===== src/rtl/score_round_ctrl_if.sv =====
// Session control and status bundle for score_round_ctrl.
// The master side drives start/hit and session parameters; the slave side reports status and score.
interface score_round_ctrl_if;
    logic       i_start;
    logic [9:0] i_range;
    logic [3:0] i_rounds;
    logic       i_hit;
    logic       o_busy;
    logic       o_window;
    logic [3:0] o_round;
    logic [7:0] o_score;
    logic       o_done;

    modport master (
        output i_start, i_range, i_rounds, i_hit,
        input  o_busy, o_window, o_round, o_score, o_done
    );

    modport slave (
        input  i_start, i_range, i_rounds, i_hit,
        output o_busy, o_window, o_round, o_score, o_done
    );
endinterface


===== src/rtl/score_round_ctrl.sv =====
// Timed reaction-game controller: each round counts up from 0, and the first hit is scored
// by how close the count is to the latched target. Rounds are separated by a fixed idle gap.
module score_round_ctrl #(
    parameter int WINDOW  = 2,
    parameter int GAP_CYC = 4
) (
    input  logic              i_clk,
    input  logic              i_reset,
    score_round_ctrl_if.slave bus
);

    typedef enum logic [2:0] {
        S_IDLE = 3'd0,
        S_ARM  = 3'd1,
        S_RUN  = 3'd2,
        S_GAP  = 3'd3,
        S_DONE = 3'd4
    } state_t;

    localparam logic [10:0] WIN_EXT  = 11'(WINDOW);
    localparam logic [7:0]  GAP_LAST = 8'(GAP_CYC - 1);

    state_t      state_q, state_d;
    logic [9:0]  cnt_q, cnt_d;
    logic [9:0]  range_q, range_d;
    logic [3:0]  rounds_q, rounds_d;
    logic [3:0]  round_idx_q, round_idx_d;
    logic [7:0]  gap_cnt_q, gap_cnt_d;
    logic        taken_q, taken_d;
    logic [7:0]  score_q, score_d;

    logic [10:0] range_ext;
    logic [10:0] lo_diff;
    logic [10:0] hi_sum;
    logic [9:0]  win_lo;
    logic [9:0]  win_hi;
    logic        in_win;
    logic        at_hi;
    logic        gap_end;
    logic        last_round;

    logic        busy;
    logic        window;
    logic        done;

    function automatic logic [1:0] hit_points(input logic [9:0] c, input logic [9:0] tgt,
                                              input logic [9:0] lo, input logic [9:0] hi);
        if (c == tgt)
            return 2'd2;
        else if (c >= lo && c <= hi)
            return 2'd1;
        else
            return 2'd0;
    endfunction

    // Window bounds are clamped in 11 bits so neither edge wraps around the 10-bit count.
    always_comb begin
        range_ext = {1'b0, range_q};
        lo_diff   = range_ext - WIN_EXT;
        hi_sum    = range_ext + WIN_EXT;
        win_lo    = (range_ext >= WIN_EXT) ? lo_diff[9:0] : 10'd0;
        win_hi    = (hi_sum > 11'd1023) ? 10'd1023 : hi_sum[9:0];
    end

    assign in_win     = (cnt_q >= win_lo) && (cnt_q <= win_hi);
    assign at_hi      = (cnt_q == win_hi);
    assign gap_end    = (gap_cnt_q == GAP_LAST);
    assign last_round = ({1'b0, round_idx_q} + 5'd1) == {1'b0, rounds_q};

    always_ff @(posedge i_clk) begin
        if (i_reset)
            state_q <= S_IDLE;
        else
            state_q <= state_d;
    end

    always_comb begin
        state_d = state_q;
        case (state_q)
            S_IDLE: begin
                if (bus.i_start)
                    state_d = (bus.i_rounds == 4'd0) ? S_DONE : S_ARM;
            end
            S_ARM:  state_d = S_RUN;
            S_RUN: begin
                if (at_hi)
                    state_d = S_GAP;
            end
            S_GAP: begin
                if (gap_end)
                    state_d = last_round ? S_DONE : S_ARM;
            end
            S_DONE: state_d = S_IDLE;
            default: state_d = S_IDLE;
        endcase
    end

    always_comb begin
        cnt_d       = cnt_q;
        range_d     = range_q;
        rounds_d    = rounds_q;
        round_idx_d = round_idx_q;
        gap_cnt_d   = gap_cnt_q;
        taken_d     = taken_q;
        score_d     = score_q;
        case (state_q)
            S_IDLE: begin
                if (bus.i_start) begin
                    range_d     = bus.i_range;
                    rounds_d    = bus.i_rounds;
                    round_idx_d = 4'd0;
                    score_d     = 8'd0;
                end
            end
            S_ARM: begin
                cnt_d   = 10'd0;
                taken_d = 1'b0;
            end
            S_RUN: begin
                gap_cnt_d = 8'd0;
                // Holding at hi keeps a target of 1023 from wrapping the count to 0.
                if (!at_hi)
                    cnt_d = cnt_q + 10'd1;
                if (bus.i_hit && !taken_q) begin
                    taken_d = 1'b1;
                    score_d = score_q + {6'd0, hit_points(cnt_q, range_q, win_lo, win_hi)};
                end
            end
            S_GAP: begin
                if (gap_end)
                    round_idx_d = round_idx_q + 4'd1;
                else
                    gap_cnt_d = gap_cnt_q + 8'd1;
            end
            default: ;
        endcase
    end

    always_ff @(posedge i_clk) begin
        if (i_reset) begin
            cnt_q       <= 10'd0;
            range_q     <= 10'd0;
            rounds_q    <= 4'd0;
            round_idx_q <= 4'd0;
            gap_cnt_q   <= 8'd0;
            taken_q     <= 1'b0;
            score_q     <= 8'd0;
        end else begin
            cnt_q       <= cnt_d;
            range_q     <= range_d;
            rounds_q    <= rounds_d;
            round_idx_q <= round_idx_d;
            gap_cnt_q   <= gap_cnt_d;
            taken_q     <= taken_d;
            score_q     <= score_d;
        end
    end

    always_comb begin
        busy   = (state_q != S_IDLE);
        window = (state_q == S_RUN) && in_win;
        done   = (state_q == S_DONE);
    end

    assign bus.o_busy   = busy;
    assign bus.o_window = window;
    assign bus.o_done   = done;
    assign bus.o_round  = round_idx_q;
    assign bus.o_score  = score_q;

endmodule


===== src/flat_wrapper.sv =====
// flat-port wrapper written by rule: the top's interface ports become plain ports
module score_round_ctrl_flat 
#(
    parameter int WINDOW  = 2,
    parameter int GAP_CYC = 4
)
  (i_clk, i_reset, bus_i_start, bus_i_range, bus_i_rounds, bus_i_hit, bus_o_busy, bus_o_window, bus_o_round, bus_o_score, bus_o_done);
  score_round_ctrl_if bus_i ();
  input  logic i_clk;
  input  logic i_reset;
  input wire logic [$bits(bus_i.i_start)-1:0] bus_i_start;
  input wire logic [$bits(bus_i.i_range)-1:0] bus_i_range;
  input wire logic [$bits(bus_i.i_rounds)-1:0] bus_i_rounds;
  input wire logic [$bits(bus_i.i_hit)-1:0] bus_i_hit;
  output wire logic [$bits(bus_i.o_busy)-1:0] bus_o_busy;
  output wire logic [$bits(bus_i.o_window)-1:0] bus_o_window;
  output wire logic [$bits(bus_i.o_round)-1:0] bus_o_round;
  output wire logic [$bits(bus_i.o_score)-1:0] bus_o_score;
  output wire logic [$bits(bus_i.o_done)-1:0] bus_o_done;
  assign bus_i.i_start = bus_i_start;
  assign bus_i.i_range = bus_i_range;
  assign bus_i.i_rounds = bus_i_rounds;
  assign bus_i.i_hit = bus_i_hit;
  assign bus_o_busy = bus_i.o_busy;
  assign bus_o_window = bus_i.o_window;
  assign bus_o_round = bus_i.o_round;
  assign bus_o_score = bus_i.o_score;
  assign bus_o_done = bus_i.o_done;
  score_round_ctrl #(.WINDOW(WINDOW), .GAP_CYC(GAP_CYC)) u_core (.i_clk(i_clk), .i_reset(i_reset), .bus(bus_i));
endmodule

===== config.mk =====
export PLATFORM = sky130hd
export DESIGN_NAME = score_round_ctrl_flat
export DESIGN_NICKNAME = d
export VERILOG_FILES = /design/src/rtl/score_round_ctrl_if.sv /design/src/rtl/score_round_ctrl.sv /design/src/flat_wrapper.sv
export SDC_FILE = /design/constraint.sdc
export NUM_CORES = 1
export LEC_CHECK = 0
export ABC_AREA = 1
export BUFFER_PORTS_ARGS = -buffer_cell sky130_fd_sc_hd__clkbuf_2
export CAP_MARGIN = 15
export CORE_MARGIN = 4
export CORE_UTILIZATION = 60
export CTS_CLUSTER_SIZE = 24
export DETAILED_ROUTE_END_ITERATION = 8
export PLACE_DENSITY = 0.8
export SYNTH_ARGS = -nofsm -noshare
export SYNTH_HDL_FRONTEND = slang
export SYNTH_SLANG_ARGS = --single-unit

===== constraint.sdc =====
create_clock -name i_clk -period 8.2 [get_ports i_clk]
set_clock_uncertainty 0.2 [all_clocks]
set_input_delay 1.23 -clock i_clk [delete_from_list [all_inputs] [get_ports i_clk]]
set_output_delay 1.23 -clock i_clk [all_outputs]
set_load 0.1 [all_outputs]

Word level (Yosys, flattened, before mapping)
Index checks and enable logic that the tools add are counted.
W data, S select, Z words.
{"block": "word_totals", "ff_bits": 48, "input_bits": 18, "out_inout_bits": 15, "elab_cells": 75}
{"block": "op_classes", "addsub": 7, "n_lt_le_gt_ge": 4, "n_eq_ne": 14, "muxes": 24, "reduce_logical": 18}
{"op": "$pmux W8 S2", "n": 2}
{"op": "$mux W10", "n": 3}
{"op": "$mux W8", "n": 3}
{"op": "$eq A10 B10 Y1", "n": 2}
{"op": "$pmux W10 S2", "n": 1}
{"op": "$mux W3", "n": 5}
{"op": "$pmux W3 S4", "n": 1}
{"op": "$add A10 B2 Y11 const B", "n": 1}
{"op": "$gt A11 B10 Y1 const B", "n": 1}
{"op": "$add A10 B1 Y10 const B", "n": 1}
{"op": "$ge A10 B10 Y1", "n": 1}
{"op": "$ge A10 B2 Y1 const B", "n": 1}
{"op": "$le A10 B10 Y1", "n": 1}
{"op": "$sub A10 B2 Y10 const B", "n": 1}
{"op": "$reduce_and A3 Y1", "n": 3}
{"op": "$add A8 B1 Y8 const B", "n": 1}
{"op": "$add A8 B2 Y8", "n": 1}
{"op": "$eq A8 B2 Y1 const B", "n": 1}
{"op": "$mux W4", "n": 2}
{"op": "$pmux W4 S2", "n": 1}
{"op": "$reduce_and A2 Y1", "n": 4}
{"op": "$reduce_bool A2 Y1", "n": 4}
{"op": "$eq A3 B2 Y1 const B", "n": 2}
{"op": "$mux W2", "n": 3}
{"op": "other kinds (14)", "n": 21}

Depth between registers and ports, before layout
Gate-level depths: netlist of the first run.
{"block": "logic_depth", "word_depth": 12, "ltp_mapped": 27, "mapped_depth_nobuf": 27}

Worst setup path before layout of the first run
OpenSTA, ideal clock, no wires.
{"block": "synth_path", "path_kind": "register -> output", "from": "reg u_core.range_q[1]", "to": "out bus_o_window", "arrival_ps": 3508, "required_time_ps": 6770, "setup_slack_ps": 3262, "path_stages_with_launch": 19, "n_path_buf": 0, "path_cell_list": "dfxtp_1 -> inv_2 -> ha_1 -> a21oi_1 -> nand2_1 -> nor2_1 -> nand2_1 -> nor2_1 -> nand4_1 -> nand2_1 -> nor2_1 -> ha_1 -> a21oi_1 -> o21ai_0 -> nand2_1 -> nand3_1 -> nand2_1 -> nand2_1 -> nor2_1"}
{"block": "synth_via", "elab_chain_len": 6, "word_cells_on_any_way": 10, "cone_classes": "add/sub (2); order compare (4); mux (2); reduce/logical (2)"}
{"item": "start, declared", "line": "score_round_ctrl.sv:25", "source": "logic [9:0] range_q, range_d;"}
{"item": "start signal, assigned", "line": "score_round_ctrl.sv:150", "source": "range_q <= range_d;"}
{"item": "$add A10 B2 Y11", "line": "score_round_ctrl.sv:60", "source": "hi_sum = range_ext + WIN_EXT;"}
{"item": "$gt A11 B10 Y1", "line": "score_round_ctrl.sv:62", "source": "win_hi = (hi_sum > 11'd1023) ? 10'd1023 : hi_sum[9:0];"}
{"item": "$mux W10", "line": "score_round_ctrl.sv:62"}
{"item": "$le A10 B10 Y1", "line": "score_round_ctrl.sv:65", "source": "assign in_win = (cnt_q >= win_lo) && (cnt_q <= win_hi);"}
{"item": "$logic_and A1 B1 Y1 (*)", "line": "score_round_ctrl.sv:65"}
{"item": "$logic_and A1 B1 Y1 (*)", "line": "score_round_ctrl.sv:161", "source": "window = (state_q == S_RUN) && in_win;"}
{"item": "end, declared", "line": "flat_wrapper.sv:16", "source": "output wire logic [$bits(bus_i.o_window)-1:0] bus_o_window;"}
Mark *: on every way between the ends. The rest lies on a longest branch, timed or not.

Worst setup path after layout of the first run
Same ends and word-level chain as after synthesis.

==> results.ini, run 1 <==
[place]
hpwl_mm = 6.64
dp_slack_ps = 3680
dp_cells = 631
gp_congestion = 0.979
portBuffers = 32

[synth]
synth_cells = 538
avgSynthCellArea_sq_um = 6.57
synthTopCellsByCount = 120 x nand2_1, 65 x nor2_1, 61 x inv_1
yosysSeqAreaShare_pct = 27.2
netlist_area_sq_um = 3540
ys_types = 42
syn_nets = 585
yosysWarnings = 0
yosysTopAreaCellShare_pct = 27.2
synth_edf_count = 0
synth_area_leader_cell = dfxtp_1
yosys-top-cells-area = dfxtp_1 27%, nand2_1 13%, ha_1 9.9%
async_flop_share_pct = 0
synth_seq_cells = 48
yosysMostFrequentCell = nand2_1
ys.flop_type = dfxtp_1

[sta]
rsz0062_at_grt = no
relSlewSlack_pct = 38.1
drv_slew = 0
period_minus_slack_ps = 4880
hold_violations = 0
tns_ps = 0
layout_setup_ws_ps = 3320
worstMarginPinSlew_ps = 923
max_freq_ghz = 0.205
setup-violations-final = 0
fin_crit_sh_pct = 59.5

[clocking]
h-tree-depth = 2
numCtsBuffers = 5
clk_pin_slew_ps = 90
cts_resized = 0
cts_tree = done
cts_sinks = 48
postCtsSetupBuffers = 0
cts.path.max_buffers = 2
ctsHoldBuffers = 0
worstSkewPairLatency_ps = 310
clockRootBuffer = clkbuf_8

[critical_path]
cp.required_ps = 6770
crit_fanout = 9
cp-start-kind = flop
arrival_ps = 3450
path_cells = inv_2 -> ha_1 -> a21oi_1 -> nand2_1 -> nor2_1 -> nand2_1 -> nor2_1 -> nand4_1 -> nand2_1 -> nor2_1 -> ha_1 -> a21oi_1 -> o21ai_0 -> nand2_1 -> nand3_1 -> nand2_1 -> nand2_1 -> nor2_1 -> clkbuf_2
cp_common_cell = nand2_1
slowest_delay_ps = 460
critPathKind = flop to output port
crit_path_end_kind = output port
slowest_stage = dfxtp_1

[drt]
wire_per_inst_microns = 13.7
ant_nets = 0
first_pass_iters = 5
drt-initial-drc-count = 263
vias = 3599
vias_per_cell = 5.63
wirelength_mm = 8.77
drc_errors = 0

[global_routing]
track_usage_pct = 25.2
antenna_found_initial = 0
grt_max_degree = 31
grt_first_pass_wirelength_mm = 15.0
grt_overflow_total = 0
first_global_vias = 3402

[min_path]
holdCritPathClass = flop to flop

[floorplanning]
die_w_microns = 84.8
io_pins = 33
die_h_microns = 84.8
initial_core_util_pct = 63.1
core_sq_um = 5610
placementRows = 27
dieArea_sq_um = 7190

[pwr]
irDropWorstVdd_v = 0.000316
powerDensity_nw_per_um2 = 269
p_leak_nw = 1.77

[final_layout]
layout-drive-gt1-share_pct = 11.8
syn2layout_area_growth_pct = 9.24
final_util_pct = 68.9
nNetsFinal = 613
stdcell_count = 639
num-fill-cells = 523
diodes = 0

[run_status]
status = complete, no violations

[job]
cap_violations = 0

==> cells in the final DEF (no fill, tap or decap), types with 6 or more instances in the layout <==
cell type,n
a21oi_1,52
clkbuf_2,32
dfxtp_1,48
ha_1,28
inv_1,61
nand2_1,120
nand3_1,38
nand4_1,14
nor2_1,65
nor3_1,17
o21ai_0,29
xor2_1,6
==> critical path: cells and delay by family, from the launching register on <==
| family | cells | cell delay, ps |
|---|---|---|
| AOI/OAI and AO/OA | 3 | 390 |
| adders and majority gates | 2 | 650 |
| buffers and inverters | 2 | 600 |
| DFF | 1 | 460 |
| and+or+nand+nor | 12 | 1040 |
==> layout make-up <==
| type | instances | area (sq um) | share of cell area, % |
|---|---|---|---|
| multi-input combinational | 411 | 2260 | 58.4 |
| sequential | 48 | 961 | 24.9 |
| inverter | 68 | 258 | 6.67 |
| clock buffer | 5 | 68.8 | 1.78 |
| tap | 72 | 90.1 | 2.33 |
| clock inverter | 3 | 68.8 | 1.78 |
| timing repair buffer | 32 | 160 | 4.15 |
==> stage by stage <==
step                      hold slack (ps)  total power, mW  instance area (sq um)
after floorplan                       244            0.722                   3540
after global placement                257            0.811                   3720
after detailed placement              264            0.824                   3720
after CTS                             277             1.04                   3860
after global routing                  315             1.12                   3860
final                                 274             1.04                   3860
==> flip-flops by register name (all words and copies together), names as in the netlist <==
name,count
u_core.cnt_q,10
u_core.range_q,10
u_core.bus.o_score,8
u_core.gap_cnt_q,8
u_core.bus.o_round,4
u_core.rounds_q,4
u_core.state_q,3
u_core.taken_q,1
==> routing by layer <==
layer	up-vias	wire length (microns)	track usage, %
met5	-	0	0
met4	0	199	9.78
met3	18	486	3.83
met2	115	4120	42.3
met1	1640	3960	32.5
li1	1826	-	-
==> final timing paths <==
path	start	to	slack, ps	cells after the start
worst max-delay path	u_core.range_q[1]	bus_o_window	3320	19
worst min-delay path	u_core.rounds_q[3]	u_core.rounds_q[3]	270	2
worst max register to register	u_core.range_q[1]	u_core.bus.o_score[6]	4040	24
worst min register to register	u_core.rounds_q[3]	u_core.rounds_q[3]	270	2
==> cell families (layout without fill, tap and decap cells) <==
family,after synthesis,count (layout),share of synthesized area [%]
adder cells (fa/ha/maj),29,29,10.5
AO/OA/AOI/OAI,96,96,14.6
XOR/XNOR,9,9,2.23
AND/OR/NAND/NOR,277,277,36.5
buffers and inverters,79,108,9.02
flip-flops,48,48,27.2
==> report_power, final <==
| group | internal (mW) | total [mW] | leakage [nW] | switching [mW] |
|---|---|---|---|---|
| Combinational | 0.151 | 0.509 | 1.31 | 0.358 |
| Clock | 0.123 | 0.210 | 0.0687 | 0.0869 |
| Sequential | 0.268 | 0.320 | 0.391 | 0.0518 |
| Total | 0.542 | 1.04 | 1.77 | 0.496 |
Power figures use the tool's default switching activity.
==> inputs of run 2 (changes only) <==
--- a/config.mk
+++ b/config.mk
@@ -5,14 +5,14 @@
 export SDC_FILE = /design/constraint.sdc
 export NUM_CORES = 1
 export LEC_CHECK = 0
-export ABC_AREA = 1
+export ABC_AREA = 0
 export BUFFER_PORTS_ARGS = -buffer_cell sky130_fd_sc_hd__clkbuf_2
 export CAP_MARGIN = 15
 export CORE_MARGIN = 4
 export CORE_UTILIZATION = 60
 export CTS_CLUSTER_SIZE = 24
 export DETAILED_ROUTE_END_ITERATION = 8
-export PLACE_DENSITY = 0.8
+export PLACE_DENSITY = 0.81
 export SYNTH_ARGS = -nofsm -noshare
 export SYNTH_HDL_FRONTEND = slang
 export SYNTH_SLANG_ARGS = --single-unit
==> constraint.sdc (replaced) <==
create_clock -name i_clk -period 5.05 [get_ports i_clk]
set_clock_uncertainty 0.2 [all_clocks]
set_input_delay 0.7575 -clock i_clk [delete_from_list [all_inputs] [get_ports i_clk]]
set_output_delay 0.7575 -clock i_clk [all_outputs]
set_load 0.1 [all_outputs]
==> results.ini, run 2 <==
[run_status]
status = complete, no violations

[sta]
setup-violations-final = 0  ; unchanged
tns_ps = 0  ; unchanged
worstMarginPinSlew_ps = 777  ; -146 ps
rsz0062_at_grt = no
layout_setup_ws_ps = 305  ; -3020 ps
drv_slew = 0  ; unchanged
period_minus_slack_ps = 4750
hold_ws_ps = 280  ; +5.41 ps
max_freq_ghz = 0.211
fin_crit_sh_pct = 94.0
hold_violations = 0  ; unchanged
relSlewSlack_pct = 47.7  ; +9.6 points

[critical_path]
crit_fanout = 11  ; +2
worst-path-buf-inv = 1  ; -1
crit_path_end_kind = output port
arrival_ps = 3790  ; +340 ps
cp_common_cell = ha_1
critPathKind = flop to output port
cp.required_ps = 4090  ; -2680 ps
path_cells = ha_1 -> nand2_1 -> o22ai_1 -> a32oi_1 -> a2111oi_2 -> nor3_1 -> ha_1 -> nand4_1 -> or3_1 -> o21ai_0 -> a31oi_1 -> nor3_2 -> clkbuf_4
slowest_stage = dfxtp_1
cp-start-kind = flop
critical_path.top_delay_family = simple AND/OR/NAND/NOR gates
slowest_delay_ps = 600  ; +140 ps

[synth]
ys.flop_type = dfxtp_1
yosysSeqAreaShare_pct = 28.0  ; +0.85 points
netlist_area_sq_um = 3430  ; -3.0%
yosysMostFrequentCell = nand2_1
avgSynthCellArea_sq_um = 8.01  ; +22%
synth_area_leader_cell = dfxtp_1
yosysWarnings = 0  ; unchanged
synthTopCellsByCount = 58 x nand2_1, 48 x dfxtp_1, 41 x nor2_1
async_flop_share_pct = 0  ; unchanged
synth_seq_cells = 48  ; unchanged
synth_edf_count = 0  ; unchanged
ys_types = 61  ; +45%
synth_cells = 428  ; -20%
yosys-top-cells-area = dfxtp_1 28%, ha_1 10%, xnor2_1 7.4%
syn_nets = 475  ; -19%
yosysTopAreaCellShare_pct = 28.0  ; +0.85 points

[clocking]
cts_tree = done
postCtsSetupBuffers = 0  ; unchanged
cts.path.max_buffers = 2  ; unchanged
clk_pin_slew_ps = 90  ; about the same
numCtsBuffers = 5  ; unchanged
h-tree-depth = 2  ; unchanged
worstSkewPairLatency_ps = 300  ; about the same
cts_sinks = 48  ; unchanged
clockRootBuffer = clkbuf_8

[floorplanning]
dieArea_sq_um = 6990  ; -2.8%
initial_core_util_pct = 61.9  ; -1.2 points
placementRows = 27  ; unchanged
io_pins = 33  ; unchanged
die_h_microns = 83.6  ; -1.4%
core_sq_um = 5540  ; -1.2%
die_w_microns = 83.6  ; -1.4%

[drt]
ant_nets = 0  ; unchanged
vias_per_cell = 5.77  ; +2.4%
wirelength_mm = 7.34  ; -16%
wire_per_inst_microns = 14.1  ; +3.1%
vias = 2994  ; -17%
drt-initial-drc-count = 135  ; -49%
first_pass_iters = 4  ; -1
drc_errors = 0  ; unchanged

[global_routing]
track_usage_pct = 21.5  ; -3.8 points
first_global_vias = 2878  ; -15%
grt_overflow_total = 0  ; unchanged
grt_first_pass_wirelength_mm = 12.8  ; -15%
antenna_found_initial = 0  ; unchanged
grt_max_degree = 31  ; unchanged

[final_layout]
num-fill-cells = 487  ; -6.9%
syn2layout_area_growth_pct = 6.90
layout_commonest_cell = nand2_1
final_cell_mix = 58 x nand2_1, 48 x dfxtp_1, 41 x nor2_1
layout-drive-gt1-share_pct = 13.0  ; +1.2 points
reg.largest.list = u_core.cnt_q x10, u_core.range_q x10
diodes = 0  ; unchanged
nNetsFinal = 493  ; -20%

[place]
portBuffers = 32  ; unchanged
hpwl_mm = 5.53  ; -17%
dp_slack_ps = 567  ; -3110 ps
gp_congestion = 0.913  ; -6.7%

[pwr]
total_power_mw = 1.20  ; +15%
pwr-share-clk_pct = 19.9  ; -0.3 points
powerDensity_nw_per_um2 = 327  ; +22%
power_switching_uw = 510  ; +2.8%
power.share.switching_pct = 42.6  ; -5.3 points
power.internal_uw = 689  ; +27%
power_frac_comb_pct = 40.3  ; -8.7 points
p_leak_nw = 1.44  ; -18%
p_seq_share_pct = 39.8  ; +9.0 points
irDropWorstVdd_v = 0.000408  ; +29%

[job]
cap_violations = 0  ; unchanged

[min_path]
holdCritPathClass = flop to flop

==> run 2: power by group through the flow <==
stage / clock (mW) / combinational, mW / sequential, mW
2_1_floorplan: 0 / 0.438 / 0.440
3_3_place_gp: 0 / 0.471 / 0.483
3_5_place_dp: 0 / 0.480 / 0.485
4_1_cts: 0.244 / 0.484 / 0.476
5_1_grt: 0.257 / 0.543 / 0.487
6_report: 0.239 / 0.483 / 0.477
==> run 2: kinds of logic (layout without fill, tap and decap cells) <==
family	Yosys count	in the layout	synth area share, %
AOI/OAI and AO/OA	83	83	15.5
xor gates and xnor gates	43	43	11.0
adders and majority gates	29	29	10.8
buffers and inverters	29	48	4.23
DFF	48	48	28.0
muxes	2	2	0.584
and+or+nand+nor	194	194	29.8
==> run 2: path summary, 6_finish.rpt <==
kind              slack [ps]           startpoint  cells after the start                     to
setup / recovery         300    u_core.range_q[2]                     13           bus_o_window
setup reg to reg         660    u_core.range_q[2]                     17  u_core.bus.o_score[7]
hold reg to reg          280  u_core.gap_cnt_q[1]                      2    u_core.gap_cnt_q[1]
hold / removal           280  u_core.gap_cnt_q[1]                      2    u_core.gap_cnt_q[1]
==> run 2: metal layers <==
layer  GRT usage (%)  vias up  part of all wire [%]
met4            6.73        0                   1.4
met5               0        -                     0
li1                -     1541                     -
met3            3.36       10                   4.4
met1            27.9     1389                    47
met2            36.4       54                    47
==> run 2: final cells by class <==
class                   instances  area, sq um  share of cell area (%)
clock inverters                 3         21.3                   0.580
clock buffers                   5         68.8                    1.88
well taps                      72         90.1                    2.46
multi-input cells             351         2330                    63.5
flip-flops and latches         48          961                    26.2
repair buffers                 33          170                    4.64
inverters                       7         26.3                   0.717
==> run 2: what timing repair did <==
action                                  in CTS  in global routing
endpoints found under the setup margin       0                  1
gates resized for setup                      0                  2
endpoints found under the hold margin        0                  0
hold buffers                                 0                  0
==> run 2: worst register-to-register path, cell delays in order (launching register included) <==
cell and delay [ps]:
dfxtp_1 600, ha_1 420, nand2_1 90, o22ai_1 160, a32oi_1 90, a2111oi_2 360
nor3_1 110, ha_1 320, nand4_1 180, or3_1 410, o21ai_0 100, a31oi_1 90
nor3_1 220, ha_1 230, a21o_1 170, nand3_4 100, or3_1 350, a21oi_1 130
==> run 2: metrics by stage <==
step	instance area, sq um	util, %	instances
after floorplan	3430	-	428
after global placement	3570	64.5	511
after detailed placement	3570	64.5	511
after CTS	3660	66.1	519
after global routing	3660	66.1	519
final	3660	66.1	519
